--- src/rtl/sally_bus_arbiter.sv ---
// sally_bus_arbiter: hands the shared system address bus between the 6502 and MARIA DMA.
// Halts the CPU on pclk1, grants MARIA once the CPU lets go, and returns the bus afterwards.
module sally_bus_arbiter #(
    parameter int SETTLE_CYCLES  = 1,
    parameter int MAX_DMA_CYCLES = 512
) (
    input  logic        clk_sys,
    input  logic        reset,
    input  logic        pclk0,
    input  logic        pclk1,
    input  logic        halt_en,
    input  logic        dma_req,
    input  logic        dma_done,
    input  logic [15:0] cpu_AB,
    input  logic        cpu_rwn,
    input  logic        cpu_halted,
    input  logic [15:0] maria_AB,
    output logic        cpu_halt_n,
    output logic        dma_grant,
    output logic [15:0] AB,
    output logic        RW,
    output logic [2:0]  state_o,
    output logic [15:0] steal_count,
    output logic        wd_fired
);
    localparam int WDW = $clog2(MAX_DMA_CYCLES + 1);

    typedef enum logic [2:0] {
        CPU_OWN  = 3'd0,
        HALT_REQ = 3'd1,
        SETTLE   = 3'd2,
        DMA_OWN  = 3'd3,
        RELEASE  = 3'd4
    } state_t;

    state_t         r_state, w_nxt_state;
    logic [1:0]     r_settle, w_nxt_settle;
    logic [WDW-1:0] r_wd, w_nxt_wd, w_wd_inc;
    logic [15:0]    r_steal, w_nxt_steal;
    logic           r_wd_fired, w_nxt_wd_fired;
    logic           r_done_lat, w_nxt_done_lat;
    logic           w_done;
    logic [15:0]    r_held;
    logic [15:0]    w_ab;
    logic           w_rw;
    logic           w_halt_n;
    logic           w_grant;
    logic           w_unused_pclk0;

    assign w_unused_pclk0 = pclk0;

    always_ff @(posedge clk_sys or posedge reset) begin
        if (reset) begin
            r_state    <= CPU_OWN;
            r_settle   <= '0;
            r_wd       <= '0;
            r_steal    <= '0;
            r_wd_fired <= 1'b0;
            r_done_lat <= 1'b0;
            r_held     <= '0;
        end else begin
            r_state    <= w_nxt_state;
            r_settle   <= w_nxt_settle;
            r_wd       <= w_nxt_wd;
            r_steal    <= w_nxt_steal;
            r_wd_fired <= w_nxt_wd_fired;
            r_done_lat <= w_nxt_done_lat;
            // Track whoever is actually driving so hand-over cycles repeat it.
            if (r_state == CPU_OWN || r_state == HALT_REQ || r_state == DMA_OWN)
                r_held <= w_ab;
        end
    end

    always_comb begin
        w_nxt_state    = r_state;
        w_nxt_settle   = r_settle;
        w_nxt_wd       = '0;
        w_nxt_steal    = r_steal;
        w_nxt_wd_fired = r_wd_fired;
        w_nxt_done_lat = 1'b0;
        w_wd_inc       = r_wd + 1'b1;
        w_done         = r_done_lat | dma_done;
        unique case (r_state)
            CPU_OWN: begin
                if (pclk1 && dma_req && halt_en)
                    w_nxt_state = HALT_REQ;
            end
            HALT_REQ: begin
                if (pclk1) begin
                    if (!dma_req) begin
                        w_nxt_state = RELEASE;
                    end else if (cpu_halted) begin
                        if (SETTLE_CYCLES == 0) begin
                            w_nxt_state = DMA_OWN;
                        end else begin
                            w_nxt_state  = SETTLE;
                            w_nxt_settle = 2'(SETTLE_CYCLES);
                        end
                    end
                end
            end
            SETTLE: begin
                if (pclk1) begin
                    if (r_settle <= 2'd1) begin
                        w_nxt_state  = DMA_OWN;
                        w_nxt_settle = '0;
                    end else begin
                        w_nxt_settle = r_settle - 2'd1;
                    end
                end
            end
            DMA_OWN: begin
                w_nxt_wd       = r_wd;
                w_nxt_done_lat = w_done;
                if (pclk1) begin
                    // A finished burst wins over the watchdog on the same strobe.
                    if (w_done) begin
                        w_nxt_state    = RELEASE;
                        w_nxt_done_lat = 1'b0;
                    end else begin
                        w_nxt_wd = w_wd_inc;
                        if (r_steal != 16'hFFFF)
                            w_nxt_steal = r_steal + 16'd1;
                        if (w_wd_inc == WDW'(MAX_DMA_CYCLES)) begin
                            w_nxt_state    = RELEASE;
                            w_nxt_wd_fired = 1'b1;
                        end
                    end
                end
            end
            RELEASE: begin
                if (pclk1 && !cpu_halted)
                    w_nxt_state = CPU_OWN;
            end
            default: begin
                w_nxt_state = CPU_OWN;
            end
        endcase
    end

    always_comb begin
        w_halt_n = 1'b1;
        w_grant  = 1'b0;
        w_ab     = cpu_AB;
        w_rw     = cpu_rwn;
        unique case (r_state)
            CPU_OWN: begin
                w_halt_n = 1'b1;
            end
            HALT_REQ: begin
                w_halt_n = 1'b0;
            end
            SETTLE: begin
                w_halt_n = 1'b0;
                w_ab     = r_held;
                w_rw     = 1'b1;
            end
            DMA_OWN: begin
                w_halt_n = 1'b0;
                w_grant  = 1'b1;
                w_ab     = maria_AB;
                w_rw     = 1'b1;
            end
            RELEASE: begin
                w_ab = r_held;
                w_rw = 1'b1;
            end
            default: begin
                w_halt_n = 1'b1;
            end
        endcase
        if (reset) begin
            w_halt_n = 1'b1;
            w_grant  = 1'b0;
            w_ab     = '0;
            w_rw     = 1'b1;
        end
    end

    assign cpu_halt_n  = w_halt_n;
    assign dma_grant   = w_grant;
    assign AB          = w_ab;
    assign RW          = w_rw;
    assign state_o     = r_state;
    assign steal_count = r_steal;
    assign wd_fired    = r_wd_fired;

endmodule

--- config.mk ---
export PLATFORM = sky130hd
export DESIGN_NAME = sally_bus_arbiter
export DESIGN_NICKNAME = d
export VERILOG_FILES = /design/src/rtl/sally_bus_arbiter.sv
export SDC_FILE = /design/constraint.sdc
export NUM_CORES = 1
export LEC_CHECK = 0
export BUFFER_PORTS_ARGS = -buffer_cell sky130_fd_sc_hd__buf_4
export CAP_MARGIN = 20
export CORE_UTILIZATION = 50
export CTS_CLUSTER_SIZE = 24
export DETAILED_ROUTE_END_ITERATION = 10
export GPL_TIMING_DRIVEN = 0
export PLACE_DENSITY = 0.85
export SKIP_LAST_GASP = 1
export SLEW_MARGIN = 10
export SYNTH_ARGS = -nofsm -noshare
export SYNTH_HDL_FRONTEND = slang
export SYNTH_SLANG_ARGS = --single-unit
--- constraint.sdc ---
create_clock -name clk_sys -period 2.3 [get_ports clk_sys]
set_input_delay 0.46 -clock clk_sys [delete_from_list [all_inputs] [get_ports clk_sys]]
set_output_delay 0.46 -clock clk_sys [all_outputs]
set_load 0.02 [all_outputs]
==> metrics.txt <==
Area Overhead vs Synth 40.53%; Tightest Hold Check Type in -> async; Row Count 27; violated checks setup timing; core region area ~5500 um^2; Synth Instances 270; Layout Nets between 400 and 500; 1st-iter DRT viols roughly 130; Final Slew Violations 0; GPL Wtd Cong 0.8412; Yosys cell types 52; CP Class reg -> out; first-pass GRT wire length ~12,000 um; die area about 6000 um^2; combinational power share between 60% and 70%; H-tree Lvls 2; Post-DRT Antenna Nets 0; Final min period 2.379 ns; hold_buf cts 0; Yosys Warn Count 0; fillcell total about 360; CP required approximately 1.8 ns; synthesized cell area approximately 2900 um^2; Overflow after GRT 0; initial antenna violation count 0; Synth Area per Inst approximately 11 um^2; post-synthesis net count between 300 and 400; Rel. slew slack between 50% and 60%; DRT Pass-1 Iters 4; quantity of I/O buffers inserted on ports 76; crit-path max FO 5; layout cell share with drive strength beyond 1 approximately half; PnR worst setup slack -0.07890 ns; prevailing post-synth register cell dfrtp_1; clock network power share between 10% and 20%; worst skew pair latency between 0.3 and 0.4 ns; placed cell areas 3533 um^2; outcome finished, violations left; worst r2r src r_wd[0]; fmax about 420 MHz; Max-Cap Viols 0; GR Util All Layers approximately a quarter; Switch Pwr roughly 1.9 mW; routed len/inst about 17 um; DRC Markers 0; P per Cell Area approximately 1200 nW/um^2; Internal Power around 2.7 mW; Arr. time, crit path between 1.5 and 2 ns; pin count of the biggest net entering global routing 37; Vias/cell about 5.8; reg-to-reg slack, setup about 0.27 ns; area of the multi-input gates ~1700 um^2; worst r2r dst state_o[0]; power share of the sequential group 25.9%; async set or reset register ratio after synthesis 100.0%; Final period util 103.4%; vias in the first global route 2,473; RSZ-0062 raised after global routing yes; Clock Sinks 49; Yosys reg bits just under 50; switching portion of total power roughly two fifths; CTS tree yes; EDFF count, synth 0; setup violators final 16; worst slew pin tran ~0.62 ns; initial core utilization roughly half; CTS max path bufs 2; # diodes 0; Vias 2,572; DP Worst Slack 0.1584 ns; CP endpoint kind output port; IO Pins 80; final WL just under 8000 um; CTS Buf Count 5; VDD IR-drop max just over 0.6 mV; clk root buf clkbuf_8; LEAKAGE around 1.8 nW; fin area 4009 um^2; startpoint types flip-flop; Detail Placement HPWL 5016 um; skew final between 0.008 and 0.009 ns; Seq/Total Area, Yosys a little over two fifths; die extent in x slightly below 80 um; Seq. cell area approximately 1200 um^2; Hold Vio Cnt, Final 0; R2R cell count 6; clock-pin transition on the worst setup and hold timing paths approximately 0.09 ns; Die Y 77.54 um
## state kept, by name, summed over array words and instances, names as in the netlist
name and count:
r_settle 2, r_done_lat 1, state_o 3, r_held 16
r_wd 10, steal_count 16, wd_fired 1
## layout make-up
cell class / instances / area share, %
Clock buffer: 6 / 1.810
Multi-Input combinational cell: 205 / 41.20
Clock inverter: 2 / 0.2497
Inverter: 4 / 0.3745
Buffer: 9 / 2.310
Sequential cell: 49 / 30.65
Timing Repair Buffer: 100 / 21.16
Tap cell: 72 / 2.247
## layer usage
| metal | part of all wire, % | track usage (%) | wire length [um] | up-vias |
|---|---|---|---|---|
| met5 | 0 | 0 | 0 | - |
| li1 | - | - | - | 1187 |
| met4 | 2.7 | 9.623 | 207 | 0 |
| met3 | 5.8 | 6.118 | 451 | 24 |
| met1 | 40 | 30.56 | 3074 | 1260 |
| met2 | 52 | 41.68 | 3990 | 101 |
## Yosys cell counts, types with 2 or more instances
cell type,count,area (um^2)
buf_6,6,67.56
nor2_1,19,71.32
and2_1,3,18.77
nor2b_1,3,18.77
o21ai_0,5,25.02
xnor2_1,11,96.34
or3_1,3,18.77
a22oi_1,6,45.04
nand3_1,8,40.04
dfrtp_1,49,1226
nand2_1,33,123.9
nor3_1,6,30.03
a31oi_1,3,18.77
a21oi_2,11,96.34
mux2_2,17,191.4
a22oi_2,10,125.1
nand4_1,7,43.79
ha_1,2,25.02
buf_2,4,20.02
xor2_1,9,78.83
a21oi_1,16,80.08
and3_1,5,31.28
inv_1,4,15.01
a211oi_1,2,15.01
## repair_timing
action                                  CTS  global route
cloned                                    2             0
pin swaps                                 8            19
resized for setup                        22            32
endpoints found under the setup margin   17            18
setup buffers                            11            10
## how the worst max path moves through the flow
stage	end	slack, ns	cells after the start	startpoint
after global placement	steal_count[10]	-0.09	2	reset
after global routing	AB[9]	-0.14	8	state_o[2]
after CTS	AB[0]	-0.06	7	state_o[1]
after detailed placement	AB[7]	0.16	7	state_o[2]
final	AB[9]	-0.08	8	state_o[2]
after floorplan	AB[0]	0.26	6	state_o[2]
## metrics by stage
| step | TNS, ns | instances | hold WS, ns | total power [mW] | utilization [%] |
|---|---|---|---|---|---|
| 2_1_floorplan | 0 | 270 | 0.4816 | 2.664 | - |
| 3_3_place_gp | -4.297 | 418 | 0.4540 | 3.210 | 63.80 |
| 3_5_place_dp | 0 | 419 | 0.4676 | 3.281 | 64.17 |
| 4_1_cts | -0.6312 | 438 | 0.2338 | 4.154 | 69.14 |
| 5_1_grt | -1.792 | 447 | 0.2764 | 4.828 | 72.80 |
| 6_report | -0.8308 | 447 | 0.2418 | 4.616 | 72.80 |
## cells in the final DEF (no fill, tap or decap), types with 9 or more instances in the layout
cell | Yosys | layout
a22oi_2 | 10 | 13
buf_6 | 6 | 16
xnor2_1 | 11 | 11
mux2_2 | 17 | 17
dfrtp_1 | 49 | 47
nand2_1 | 33 | 24
nor2_1 | 19 | 19
a21oi_2 | 11 | 13
buf_4 | 1 | 85
xor2_1 | 9 | 9
a21oi_1 | 16 | 10
## logic make-up (layout without fill, tap and decap cells)
logic type                 count (synthesis)  after routing  share of synthesized area [%]
buffers and inverters                     16            121                          3.991
and+or+nand+nor                          103            103                          20.31
AOI/OAI and AO/OA                         61             61                          18.07
xor gates and xnor gates                  21             21                          6.711
adders and majority gates                  2              2                         0.8771
muxes                                     18             18                          7.061
DFF                                       49             49                          42.98
## power groups by stage
| stage | sequential (mW) | clock, mW | combinational (mW) |
|---|---|---|---|
| 6_report | 1.19 | 0.507 | 2.91 |
| 3_3_place_gp | 1.19 | 0 | 2.02 |
| 5_1_grt | 1.22 | 0.538 | 3.07 |
| 2_1_floorplan | 1.24 | 0 | 1.43 |
| 3_5_place_dp | 1.20 | 0 | 2.08 |
| 4_1_cts | 1.19 | 0.503 | 2.46 |
## critical path: stages (launching register included)
cell	delay (ns)
dfrtp_2	0.42
buf_6	0.13
and3b_2	0.25
a21oi_4	0.15
buf_6	0.16
buf_6	0.10
nand2_1	0.06
a21oi_2	0.17
buf_4	0.16
Note: power is estimated with default switching activity, not from simulation.
